$ cat src/rtl/imem_arbiter.sv
// ---------------------------------------------------------------------------------------------
// imem_arbiter
//
// Shares the single-port 2K x 32 instruction RAM (RAM2Kx32) between the fetch stage and the
// program loader/debug port. One access is granted per cycle, combinationally from the current
// requests. Read data returns one cycle after the grant on the owner's rvalid. The loader can
// hold the RAM for an atomic burst with l_lock. A starvation counter can force a loader access
// through after STARVE_LIMIT consecutive denied cycles.
//
// Build option:
//   IMEM_ARB_STARVE_EN  defined   -> starvation counter and override are built.
//                       undefined -> strict fetch priority in NORMAL; STARVE_LIMIT is unused.
//
// Parameters:
//   ADDR_W        word address width (matches the RAM A pin)
//   DATA_W        data width
//   STARVE_LIMIT  denied loader cycles before the loader is forced through (1..255)
//
// Ports:
//   clk, rst_n                  rising-edge clock, synchronous active-low reset
//   f_req, f_addr               fetch read request and word address
//   f_gnt, f_rvalid, f_rdata    fetch grant, read-data valid, read data
//   l_req, l_we, l_lock         loader request, write(1)/read(0), burst lock
//   l_addr, l_wdata             loader word address and write data
//   l_gnt, l_rvalid, l_rdata    loader grant, read-data valid, read data
//   mem_cen, mem_wen, mem_oen   RAM active-low chip, write and output enables
//   mem_addr, mem_d             RAM address and write data
//   mem_q                       RAM read data, valid the cycle after a read edge
// ---------------------------------------------------------------------------------------------
module imem_arbiter #(
  parameter int unsigned ADDR_W       = 11,
  parameter int unsigned DATA_W       = 32,
  parameter int unsigned STARVE_LIMIT = 8
) (
  input  logic              clk,
  input  logic              rst_n,
  // Fetch port
  input  logic              f_req,
  input  logic [ADDR_W-1:0] f_addr,
  output logic              f_gnt,
  output logic              f_rvalid,
  output logic [DATA_W-1:0] f_rdata,
  // Loader / debug port
  input  logic              l_req,
  input  logic              l_we,
  input  logic              l_lock,
  input  logic [ADDR_W-1:0] l_addr,
  input  logic [DATA_W-1:0] l_wdata,
  output logic              l_gnt,
  output logic              l_rvalid,
  output logic [DATA_W-1:0] l_rdata,
  // RAM macro
  output logic              mem_cen,
  output logic              mem_wen,
  output logic              mem_oen,
  output logic [ADDR_W-1:0] mem_addr,
  output logic [DATA_W-1:0] mem_d,
  input  logic [DATA_W-1:0] mem_q
);

  // Reject out-of-range limits at elaboration; the counter is 8 bits wide.
  if (STARVE_LIMIT == 0 || STARVE_LIMIT > 255) begin : g_bad_starve_limit
    $error("imem_arbiter: STARVE_LIMIT must be in 1..255");
  end

  typedef enum logic [0:0] {
    StNormal,
    StLocked
  } state_e;

  state_e state_q, state_d;
  logic   starve_override;

  // -------------------------------------------------------------------------------------------
  // Starvation counter
  // -------------------------------------------------------------------------------------------
`ifdef IMEM_ARB_STARVE_EN
  localparam logic [7:0] StarveLimit = 8'(STARVE_LIMIT);

  logic [7:0] starve_cnt_q, starve_cnt_d;

  always_comb begin
    starve_cnt_d = starve_cnt_q;
    if (l_gnt || !l_req) begin
      starve_cnt_d = '0;
    end else if (starve_cnt_q != StarveLimit) begin
      // Saturate at the limit rather than wrapping.
      starve_cnt_d = starve_cnt_q + 8'd1;
    end
  end

  always_ff @(posedge clk) begin
    if (!rst_n) begin
      starve_cnt_q <= '0;
    end else begin
      starve_cnt_q <= starve_cnt_d;
    end
  end

  assign starve_override = (starve_cnt_q == StarveLimit);
`else
  assign starve_override = 1'b0;
`endif

  // -------------------------------------------------------------------------------------------
  // Arbitration and ownership FSM
  // -------------------------------------------------------------------------------------------
  always_comb begin
    f_gnt   = 1'b0;
    l_gnt   = 1'b0;
    state_d = state_q;

    // No grants at all while reset is held, whatever the requests.
    if (rst_n) begin
      if (state_q == StLocked && l_lock) begin
        // Burst in progress: fetch is shut out entirely.
        l_gnt = l_req;
      end else if (l_req && starve_override) begin
        l_gnt = 1'b1;
      end else if (f_req) begin
        f_gnt = 1'b1;
      end else begin
        l_gnt = l_req;
      end
    end

    // Dropping l_lock in LOCKED returns to NORMAL and that same cycle already arbitrated as
    // NORMAL above. l_lock without a loader grant never enters LOCKED.
    case (state_q)
      StNormal: if (l_gnt && l_lock) state_d = StLocked;
      StLocked: if (!l_lock)         state_d = StNormal;
      default:                       state_d = StNormal;
    endcase
  end

  always_ff @(posedge clk) begin
    if (!rst_n) begin
      state_q <= StNormal;
    end else begin
      state_q <= state_d;
    end
  end

  // -------------------------------------------------------------------------------------------
  // Read return tracking
  // -------------------------------------------------------------------------------------------
  logic rd_valid_q;
  logic rd_owner_q;  // 1: loader owns the returning read, 0: fetch

  always_ff @(posedge clk) begin
    if (!rst_n) begin
      rd_valid_q <= 1'b0;
      rd_owner_q <= 1'b0;
    end else begin
      // Loader writes complete at the grant edge and return nothing.
      rd_valid_q <= f_gnt | (l_gnt & ~l_we);
      rd_owner_q <= l_gnt;
    end
  end

  // Qualifying with rst_n drops a read whose data would land in a reset cycle.
  assign f_rvalid = rst_n & rd_valid_q & ~rd_owner_q;
  assign l_rvalid = rst_n & rd_valid_q &  rd_owner_q;
  assign f_rdata  = mem_q;
  assign l_rdata  = mem_q;

  // -------------------------------------------------------------------------------------------
  // RAM drive
  // -------------------------------------------------------------------------------------------
  assign mem_cen  = ~(f_gnt | l_gnt);
  assign mem_wen  = ~(l_gnt & l_we);
  assign mem_oen  = 1'b0;
  assign mem_addr = f_gnt ? f_addr : (l_gnt ? l_addr : '0);
  assign mem_d    = l_gnt ? l_wdata : '0;

endmodule

$ cat config.mk
export PLATFORM = sky130hd
export DESIGN_NAME = imem_arbiter
export DESIGN_NICKNAME = d
export VERILOG_FILES = /design/src/rtl/imem_arbiter.sv
export SDC_FILE = /design/constraint.sdc
export NUM_CORES = 1
export LEC_CHECK = 0
export CORE_ASPECT_RATIO = 0.5
export CORE_MARGIN = 4
export CORE_UTILIZATION = 22
export DETAILED_ROUTE_END_ITERATION = 12
export PLACE_DENSITY = 0.79
export SETUP_SLACK_MARGIN = 0.1
export SLEW_MARGIN = 25
export SYNTH_ARGS = -nofsm -noshare
export SYNTH_HDL_FRONTEND = slang
export SYNTH_SLANG_ARGS = --single-unit
$ cat constraint.sdc
create_clock -name clk -period 1.37 [get_ports clk]
set_clock_uncertainty 0.1 [all_clocks]
set_input_delay 0.2055 -clock clk [delete_from_list [all_inputs] [get_ports clk]]
set_output_delay 0.2055 -clock clk [all_outputs]
set_load 0.005 [all_outputs]
Word level (Yosys, flattened, before mapping)
Cells that the tools add are included.

storage, ports and cells
  flip-flop bits (word level) = 3
  input port bits = 92
  output and inout bits = 114
  word-level logic and storage cells = 29

operators by class
  mux-type cells = 12
  bitwise operators = 12
  reduce and logical (&&, ||, !) cells = 2

operators with widths
  operator                               number
  32-bit two-way mux                     1
  11-bit two-way mux                     2
  1-bit two-way mux                      8
  1-bit bitwise AND                      5
  1-bit NOT                              5
  1-bit logical AND                      2
  1-bit bitwise OR                       2
  1-bit one-hot mux with 2 select lines  1

Logic depth before layout (Yosys ltp)
Gate-level depths: netlist of the first run.

  depth in word-level cells = 6
  depth in mapped cells = 4
  depth with buffers taken out = 2

Worst setup path after synthesis of the first run
OpenSTA, ideal clock, no wires.

  path type = reg2out
  start = register state_q
  end = output mem_addr[2]
  arrival time = 0.886 ns
  data required time = 1.065 ns
  path slack = 0.179 ns
  stages on the path, launching flop included = 4
  buffers on the path = 1
  cells stage by stage = dfxtp_1 -> and2_4 -> buf_6 -> o32ai_2

on the way
  cells in the longest elaborated chain, start to end = 5
  elaborated cells between the ends (all ways) = 7
  classes of those cells = mux: 6; reduce/logical: 1

RTL lines
  element                 line  text
  from (decl)             71    state_e state_q, state_d;
  from (signal assigned)  138   state_q <= StNormal;
  from (signal assigned)  140   state_q <= state_d;
  1-bit logical AND *     115   if (state_q == StLocked && l_lock) begin
  1-bit two-way mux       115
  1-bit two-way mux       114   if (rst_n) begin
  11-bit two-way mux      173   assign mem_addr = f_gnt ? f_addr : (l_gnt ? l_addr : '0);
  11-bit two-way mux *    173
  to (decl)               56    output logic [ADDR_W-1:0] mem_addr,

Every way passes the cells marked *; elsewhere a longest branch is shown, timed or not.

Final worst setup path of the first run
  start = register state_q
  end = output mem_d[6]

on the way
  cells in the longest elaborated chain, start to end = 4

RTL lines
  element             line  text
  1-bit logical AND   115
  1-bit two-way mux   115
  1-bit two-way mux   114
  32-bit two-way mux  174   assign mem_d = l_gnt ? l_wdata : '0;
  to (decl)           57    output logic [DATA_W-1:0] mem_d,

Every way passes these cells.

==> results.toml, run 1 <==
[status]
status = "finished, violations left"
violations = "setup timing"

[hold_path]
worstHoldPathType = "in -> out"

[worst_setup_path]
cp.required_ps = 1060
cp_max_fo = 7
cp_data_arrival_time_ps = 1350
regToRegSetupSlack_ps = 150
end_kind = "output pin"
crit_type = "reg -> out"
start_kind = "flop"

[synth]
syn_inst = 163
synthSimpleGateAreaFrac = 0.256
yosysSeqAreaShare = 0.0485
synth_top_family_by_area = "buffers and inverters"
synth_compound_area_frac = 0.166
yosysWarnings = 0
synth_area_mm2 = 0.00124
synth-seq-cells = 3
synth_mux_area_frac = 0
synth_xor_xnor_area_share = 0
syn-num-nets = 255
syn_avg_cell_area_um2 = 7.59
synth-adder-area-share = 0
synth.distinct_cells = 19

[routing]
vias_per_cell = 4.61
drc = 0
wire_per_inst_um = 19.4
vias = 1383
ant_nets = 0
drt_first_pass_iters = 4
routed_wl_mm = 5.82
drt_iter0_drc = 37

[run]
cap_violations = 0

[grt]
grt_pass1_wl_mm = 8.43
grt_overflow = 0
grt_pass1_vias = 1544
antenna_found_initial = 0
track_usage = 0.158
grt_start_max_net_pins = 17

[cts]
clk-insertion-delay-late_ps = 220
cts-root-buf = "clkbuf_16"
clk_pin_slew_ps = 30
clkSinkCount = 3
cts_max_level = 1
numCtsBuffers = 3
cts_tree = "built"
clockBufferDepth = 2

[sta]
slew_viol_final = 0
period_share = 1.21
worst_slack_ps = -281
period_needed_ps = 1650
fmax_ghz = 0.606
final_hold_viol_count = 0
rsz0062_at_grt = "true"
setup_viol = 47

[final_layout]
post-route-util = 0.473
n_antenna_cell = 0
final_cells = 300
fin_area_mm2 = 0.00245
drive_gt1_frac = 0.604
fillCellCount = 450
nets = 323
syn2layout_area_growth_pct = 98.0

[placed_design]
place_ws_ps = -792
portBuffers = 108
postPlaceCellArea_mm2 = 0.00187
dpl.cell_count = 272
globalplace.congestion = 0.823
place_hpwl_mm = 3.64

[die]
core_mm2 = 0.00518
die_y_um = 61.0
ios = 206
dieArea_mm2 = 0.00696
placementRows = 18
die_w_um = 114
start_util = 0.239

[pwr]
power_density_mw_per_mm2 = 476
ir_worst_vdd_v = 0.000303
leakage_nw = 1.09
-- cell usage after synthesis --
cell type | count | share of area
buf_4 | 65 | 0.39
and3_1 | 33 | 0.17
nand3_1 | 12 | 0.049
inv_1 | 11 | 0.033
buf_6 | 10 | 0.091
o32ai_2 | 8 | 0.11
nor2_1 | 4 | 0.012
dfxtp_1 | 3 | 0.049
nand2_1 | 3 | 0.0091
o32ai_1 | 3 | 0.021
and2_4 | 2 | 0.014
buf_2 | 2 | 0.0081
a21bo_4 | 1 | 0.013
a21boi_2 | 1 | 0.0091
conb_1 | 1 | 0.0030
nor2b_1 | 1 | 0.0051
o211a_1 | 1 | 0.0081
o21ai_1 | 1 | 0.0040
o22ai_1 | 1 | 0.0051
-- path summary, 6_finish.rpt --
| check | start | end | cells past startpoint |
|---|---|---|---|
| worst min-delay path | mem_q[16] | f_rdata[16] | 0 |
| worst max-delay path | state_q | mem_d[6] | 5 |
| worst max register to register | state_q | rd_valid_q | 5 |
| worst min register to register | state_q | state_q | 2 |
-- sequential cells by signal, indices dropped and copies added (netlist names) --
signal and cells:
state_q 1, rd_valid_q 1, rd_owner_q 1
-- metrics by stage --
stage	hold WS [ps]	power, mW	setup TNS, ps
floorplan	220	0.409	0
finish	311	1.17	-6900
global route	311	1.21	-8070
detailed placement	311	0.547	-35230
CTS	311	1.14	-6240
global placement	311	0.536	-34010
-- routing by layer --
layer / routed length, µm / global-route usage / vias up
met3: 345 / 0.0363 / 26
li1: - / - / 639
met4: 159 / 0.0829 / 0
met2: 3120 / 0.295 / 68
met5: 0 / 0 / -
met1: 2200 / 0.174 / 650
-- logic make-up (layout without fill, tap and decap cells) --
kind of cell	Yosys count	after routing
other	1	1
flip-flops	3	3
AND/OR/NAND/NOR	55	59
buffers and inverters	88	147
AO/OA/AOI/OAI	16	20
-- final cells by class --
type,count,area [µm²],area share
clock buffers,4,78.8,0.0322
repair buffers,132,1340,0.545
well taps,70,87.6,0.0358
inverters,11,41.3,0.0169
flip-flops and latches,3,65.1,0.0266
multi-input cells,80,842,0.344
-- report_power, final --
part           internal [mW]  switching (mW)
Sequential            0.0918         0.00484
Combinational          0.386           0.219
Clock                  0.384          0.0796
Total                  0.862           0.304
-- placed cells by master, fill, tap and decap left out, types with 5 or more instances in the layout --
cell type	n
clkdlybuf4s50_1	55
buf_4	5
buf_2	13
a21bo_4	5
buf_6	51
o32ai_2	11
inv_1	11
and3_4	32
and2_4	6
nand3_1	11
-- worst max-delay path, stage by stage (launching register included) --
cell and delay (ps):
dfxtp_4 370, buf_4 140, a21bo_4 230, buf_6 120, and3_4 150, buf_6 110
-- repair_timing --
| action | 4_1_cts | 5_1_grt |
|---|---|---|
| hold buffers | 0 | 0 |
| gates resized for setup | 291 | 20 |
| endpoints found under the setup margin | 49 | 48 |
| cloned | 8 | 0 |
| pin swaps | 35 | 5 |
| buffers inserted | 14 | 2 |
Note: power is estimated with default switching activity, not from simulation.
==> run 2: changes to the inputs <==
- CORE_MARGIN: 4 -> 10
- RECOVER_POWER: unset -> 25
==> run 2 against run 1 <==
The flow still finishes with violations (setup timing). Clock-buffer cell count stayed put. Die area is 32% higher. Sequential share of layout area is 0.096 points lower. Via count is 1.5% higher. Power is 2.6% higher. Core utilization is 1.7 points lower. Critical path depth is 1 higher. First-iteration DRC count is 51% higher. Critical endpoint is now mem_addr[10].
==> results.toml, run 2 (same netlist as run 1, synthesis figures left out) <==
[sta]
slew_viol_final = 0
holdWs_ps = 311
fmax_ghz = 0.596
period_needed_ps = 1680
rsz0062_at_grt = "true"
worst_slack_ps = -307
fin_tns_setup_ps = -10380
setup_viol = 47
final_hold_viol_count = 0
period_share = 1.22

[cts]
clk_pin_slew_ps = 30
clkSinkCount = 3
cts-root-buf = "clkbuf_16"
numCtsBuffers = 3
cts_max_level = 1
clk-insertion-delay-late_ps = 220
clockBufferDepth = 2
cts_tree = "built"

[worst_setup_path]
cp_top_family = "buffers and inverters"
start_kind = "flop"
cp.required_ps = 1060
cp_cell_sequence = "buf_6 > a21boi_4 > buf_6 > buf_4 > o32ai_4 > buf_2"
crit_slowest_cell = "dfxtp_4"
regToRegSetupSlack_ps = 190
critPathMaxStageDelay_ps = 370
end_kind = "output pin"
crit_type = "reg -> out"
path_buf_inv = 4
cp_data_arrival_time_ps = 1370
crit_path_frequent_cell = "buf_6"
cp_max_fo = 8

[routing]
vias = 1404
drt_first_pass_iters = 5
drt_iter0_drc = 56
drc = 0
wire_per_inst_um = 20.9
vias_per_cell = 4.47
ant_nets = 0
routed_wl_mm = 6.56

[placed_design]
portBuffers = 108
place_hpwl_mm = 4.04
globalplace.congestion = 0.741
place_ws_ps = -812

[final_layout]
nets = 334
syn2layout_area_growth_pct = 101
n_antenna_cell = 0
mostFrequentLayoutCell = "clkdlybuf4s50_1"
drive_gt1_frac = 0.593
layout_common_cells = "clkdlybuf4s50_1, buf_6, and3_4"
largest_registers = "rd_owner_q (1), rd_valid_q (1), state_q (1)"

[status]
violations = "setup timing"
status = "finished, violations left"

[die]
placementRows = 19
core_mm2 = 0.00547
die_w_um = 126
die_y_um = 73.0
ios = 206
dieArea_mm2 = 0.00921
start_util = 0.226

[run]
cap_violations = 0

[pwr]
power_density_mw_per_mm2 = 480
leakage_nw = 1.15
ir_worst_vdd_v = 0.000374
finalPower_mw = 1.20

[grt]
track_usage = 0.129
grt_start_max_net_pins = 15
grt_overflow = 0
antenna_found_initial = 0
grt_pass1_vias = 1617
grt_pass1_wl_mm = 9.61

[hold_path]
worstHoldPathType = "in -> out"
==> run 2: cell count changes in the layout (fill, tap and decap cells not counted), sizes merged <==
cell and delta:
buf +11, clkbuf +1, dlygate4sd2 -1
==> run 2: layer usage <==
metal,track usage,part of all wire,vias to the layer above
met1,0.124,0.35,682
met2,0.264,0.58,51
met3,0.0319,0.054,14
met4,0.0452,0.016,0
li1,-,-,657
met5,0,0,-
==> run 2: path summary, 6_finish.rpt <==
kind / cells past startpoint / startpoint / endpoint
worst max register to register: 5 / state_q / rd_owner_q
worst min register to register: 1 / state_q / state_q
worst max-delay path: 6 / state_q / mem_addr[10]
worst min-delay path: 0 / mem_q[20] / f_rdata[20]
==> run 2: repair_timing <==
item | 4_1_cts | 5_1_grt
buffers inserted | 23 | 5
gates resized for setup | 287 | 14
cloned | 8 | 1
hold buffers | 0 | 0
pin swaps | 39 | 2
endpoints found under the setup margin | 50 | 49
==> run 2: power breakdown <==
part	switching (mW)	total, mW	internal [mW]
combinational	0.229	0.632	0.403
clock	0.0823	0.467	0.384
sequential	0.00560	0.0972	0.0916
==> run 2: stage by stage <==
step           cells  utilization  cell area (µm²)
4_1_cts          308        0.435             2380
3_5_place_dp     274        0.343             1880
3_3_place_gp     274        0.343             1880
2_1_floorplan    163            -             1240
5_1_grt          314        0.456             2490
6_report         314        0.456             2490
==> run 2: final cells by class <==
type                            count  area (µm²)
Clock buffer                        4        78.8
Inverter                           11        41.3
Fill cell                         484        2980
Tap cell                           73        91.3
Multi-Input combinational cell     80         830
Timing Repair Buffer              143        1390
Sequential cell                     3        63.8
==> run 3: changes to the inputs <==
- CELL_PAD_IN_SITES_DETAIL_PLACEMENT: unset -> 1
- CELL_PAD_IN_SITES_GLOBAL_PLACEMENT: unset -> 2
- CORE_UTILIZATION: 22 -> 10
- PLACE_DENSITY: 0.79 -> 0.88
- RECOVER_POWER: 25 -> 50
==> run 3 against run 2 <==
The flow still finishes with violations (setup timing). Critical endpoint is now mem_addr[2]. Wire length is 9.7% higher. Critical path type unchanged. Worst setup slack better by 42 ps. Global-route usage is 5.4 points lower. Largest power group unchanged.
==> results.toml, run 3 (same netlist as run 1, synthesis figures left out) <==
[worst_setup_path]
cp.required_ps = 1060
end_kind = "output pin"
crit_slowest_cell = "dfxtp_4"
start_kind = "flop"
cp_max_fo = 11
cp_cell_sequence = "and2_4 > buf_12 > o32ai_2 > buf_2"
cp_data_arrival_time_ps = 1330
critPathMaxStageDelay_ps = 370
crit_type = "reg -> out"

[cts]
cts_tree = "built"
clockBufferDepth = 2
clk_pin_slew_ps = 40
numCtsBuffers = 3
clk-insertion-delay-late_ps = 230
cts-root-buf = "clkbuf_16"
cts_max_level = 1
clkSinkCount = 3
cts_hold_buf = 0

[routing]
ant_nets = 0
vias = 1365
wl_met3_um = 316
drt_first_pass_iters = 4
drc = 0
drt_iter0_drc = 68
met2_length_mm = 4.63
vias_per_cell = 3.39
wire_per_inst_um = 17.9
routed_wl_mm = 7.20
top_layer_used = "met4"
wl_met1_mm = 2.17

[grt]
track_usage = 0.0749
grt_overflow = 0
grt_pass1_vias = 1544
grt_start_max_net_pins = 15
antenna_found_initial = 0
grt_pass1_wl_mm = 10.1

[final_layout]
layout_common_cells = "clkdlybuf4s50_1, buf_6, and3_4"
syn2layout_area_growth_pct = 112
mostFrequentLayoutCell = "clkdlybuf4s50_1"
largest_registers = "rd_owner_q (1), rd_valid_q (1), state_q (1)"
drive_gt1_frac = 0.613
n_antenna_cell = 0
final_cells = 403
nets = 331

[sta]
fmax_ghz = 0.612
final_hold_viol_count = 0
period_share = 1.19
fin_tns_setup_ps = -8500
setup_viol = 47
worst_slack_ps = -264
slew_viol_final = 0
period_needed_ps = 1630
rsz0062_at_grt = "true"

[die]
die_y_um = 98.7
ios = 206
start_util = 0.104
placementRows = 28
core_mm2 = 0.0119
die_w_um = 177
dieArea_mm2 = 0.0175

[run]
cap_violations = 0

[pwr]
leakage_nw = 1.13
power_density_mw_per_mm2 = 462
ir_worst_vdd_v = 0.000225

[placed_design]
place_ws_ps = -839
globalplace.congestion = 0.727
dpl.cell_count = 371
portBuffers = 108
place_hpwl_mm = 4.89

[hold_path]
worstHoldPathType = "in -> out"

[status]
status = "finished, violations left"
violations = "setup timing"
-- run 3: per-stage QoR --
| stage | area, µm² | power [mW] | utilization | hold slack, ps |
|---|---|---|---|---|
| global placement | 2030 | 0.568 | 0.170 | 311 |
| detailed placement | 2030 | 0.575 | 0.170 | 311 |
| floorplan | 1240 | 0.409 | - | 220 |
| finish | 2620 | 1.21 | 0.219 | 311 |
| CTS | 2460 | 1.17 | 0.206 | 311 |
| global route | 2620 | 1.27 | 0.219 | 311 |
-- run 3: cell type report --
class / count / area, µm²
inverters: 11 / 41.3
fillers: 1368 / 9330
flip-flops and latches: 3 / 63.8
well taps: 165 / 206
repair buffers: 142 / 1420
clock buffers: 4 / 78.8
multi-input cells: 78 / 812
-- run 3: repair_timing --
item                                    CTS  global route
hold endpoints to repair                  0             0
resized for setup                       278            30
cloned                                    6             0
endpoints found under the setup margin   49            49
buffers inserted                         20             3
pin swaps                                27            14
-- run 3: final timing paths --
kind              startpoint  slack, ps  cells after the start           to
hold reg to reg      state_q        520                      1      state_q
hold / removal     mem_q[14]        310                      0  f_rdata[14]
setup reg to reg     state_q        230                      5   rd_owner_q
setup / recovery     state_q       -260                      4  mem_addr[2]
-- run 3: metal layers --
layer,vias up,track usage
met2,43,0.164
met4,0,0.0204
li1,647,-
met3,7,0.0175
met1,668,0.0652
met5,-,0
-- run 3: where the power goes --
part	internal (mW)	total (mW)	switching [mW]
clock	0.386	0.483	0.0972
sequential	0.0915	0.0965	0.00504
combinational	0.406	0.630	0.224
total	0.884	1.21	0.326
-- run 3: critical path: cells and delay by family, from the launching register on --
family                 cells  cell delay [ps]
buffers and inverters      2              300
AND/OR/NAND/NOR            1              180
AO/OA/AOI/OAI              1              230
flip-flops                 1              370
==> variant: new RTL, settings of run 2 <==
Set the parameter `ADDR_W` to 13 (it was 11).
--- a/src/rtl/imem_arbiter.sv
+++ b/src/rtl/imem_arbiter.sv
@@ -29,5 +29,5 @@
 // ---------------------------------------------------------------------------------------------
 module imem_arbiter #(
-  parameter int unsigned ADDR_W       = 11,
+  parameter int unsigned ADDR_W       = 13,
   parameter int unsigned DATA_W       = 32,
   parameter int unsigned STARVE_LIMIT = 8
Ports: changed (resized f_addr, l_addr and mem_addr); port bits go from 206 to 212. The function was not compared with the original's and may differ.
==> variant against run 2 <==
The run still ends with negative setup slack left. Largest power group unchanged. Wire length shrank 2.5%. Synthesized area is 0.10% higher. Total power up 1.1%. Worst setup slack better by 0.072 ns. Sequential cell count unchanged. Cell area is 3.4% higher. Non-clock buffer count increased by 2.
==> variant: results (changes against run 2) <==
- Library cells used by synthesis: 23 (+4)
- Post-synthesis compound-gate area fraction: 17.5% (+0.89 points)
- Clock tree buffer depth: 2 (unchanged)
- GR Layer Usage met3: 4.42% (+1.2 points)
- CP Launch Point: state_q
- M2 GR Usage: 23.2% (-3.2 points)
- Cell Area, Placed: 2130 um2 (+13%)
- First-pass GRT wire length: 8.48 mm (-12%)
- Met1 WL: 2.11 mm (-8.8%)
- Static leakage: 1.14 nW (-0.39%)
- Commonest cells in the netlist: 68 x buf_4, 33 x and3_1, 14 x nand3_1
- Violated checks: negative setup slack
- Placed insts: 294 (+7.3%)
- Peak supply drop: 0.308 mV (-17%)
- Worst R2R Setup Slack: 0.28 ns (+0.09 ns)
- Final Wtd Congestion: 0.745 (+0.58%)
- Finish-stage setup viols: 49 (+4.3%)
- Sequential share of power: 7.9% (-0.2 points)
- NetSw: 0.000319 W (+0.42%)
- Length of routed met2 wiring: 3.63 mm (-4.4%)
- Crit path DAT: 1.30 ns (-0.07 ns)
- GRT Total Usage: 11.5% (-1.4 points)
- Combinational power share: 53.1% (+0.2 points)
- Wire length per cell: 20.4 um (-2.5%)
- Met1 usage: 9.89% (-2.5 points)
- DP Worst Slack: -0.840 ns (-0.0278 ns)
- Synth warn: 0 (unchanged)
- Critical-path top delay cell: dfxtp_2
- Setup WS post-layout: -0.234 ns (+0.0724 ns)
- Critical path fanouts, max: 6 (-2)
- WHS Endpoint: l_rdata[27]
- Post-CTS Resized: 212 (-26%)
- Post-CTS setup buffer count: 11 (-52%)
- 1st-iter DRT viols: 34 (-39%)
- Setup crit end: mem_addr[7]
- Fraction of layout cells with a size suffix above 1: 56.4% (-2.9 points)
- Status: complete, but fails checks
- Antenna diode count: 0 (unchanged)
- Startpoint of the worst hold path: mem_q[27]
- CP max stage delay: 0.33 ns (-0.04 ns)
- Top post-synthesis cells by area: buf_4 41%, and3_1 17%, o32ai_2 11%, nand3_1 5.7%, dfxtp_1 4.8%
- Largest net degree at the start of global routing: 24 (+9)
- Detailed-placement wirelength estimate: 4.78 mm (+18%)
- Post-synthesis sequential area ratio: 4.85% (-0.0049 points)
- Final net count: 338 (+1.2%)
- Post-Syn Nets: 267 (+4.7%)
- Via density: 4.52 (+1.1%)
- Cells after synthesis: 171 (+4.9%)
- DRT Pass-1 Iters: 4 (-1)
- Synth Area in XOR/XNOR: 0% (unchanged)
- Number of port buffers: 114 (+5.6%)
variant: cell types whose count changed after synthesis, sizes merged:
cell / change
buf: -3
clkbuf: +5
inv: +2
nand3: +2
o32ai: +2
variant: through the flow:
| stage | power (W) | TNS (ns) | util [%] | hold WS [ns] |
|---|---|---|---|---|
| floorplan | 0.000434 | 0 | - | 0.220 |
| global placement | 0.000619 | -34.88 | 38.9 | 0.311 |
| detailed placement | 0.000633 | -35.66 | 38.9 | 0.311 |
| CTS | 0.00112 | -8.39 | 40.5 | 0.311 |
| global route | 0.00127 | -10.32 | 47.1 | 0.311 |
| finish | 0.00121 | -8.55 | 47.1 | 0.311 |
variant: final cells by class:
type                    instances  area (um2)
clock buffers                   4        78.8
fillers                       518        2890
inverters                      13        48.8
multi-input cells              76         862
flip-flops and latches          3        61.3
well taps                      73        91.3
repair buffers                145        1440
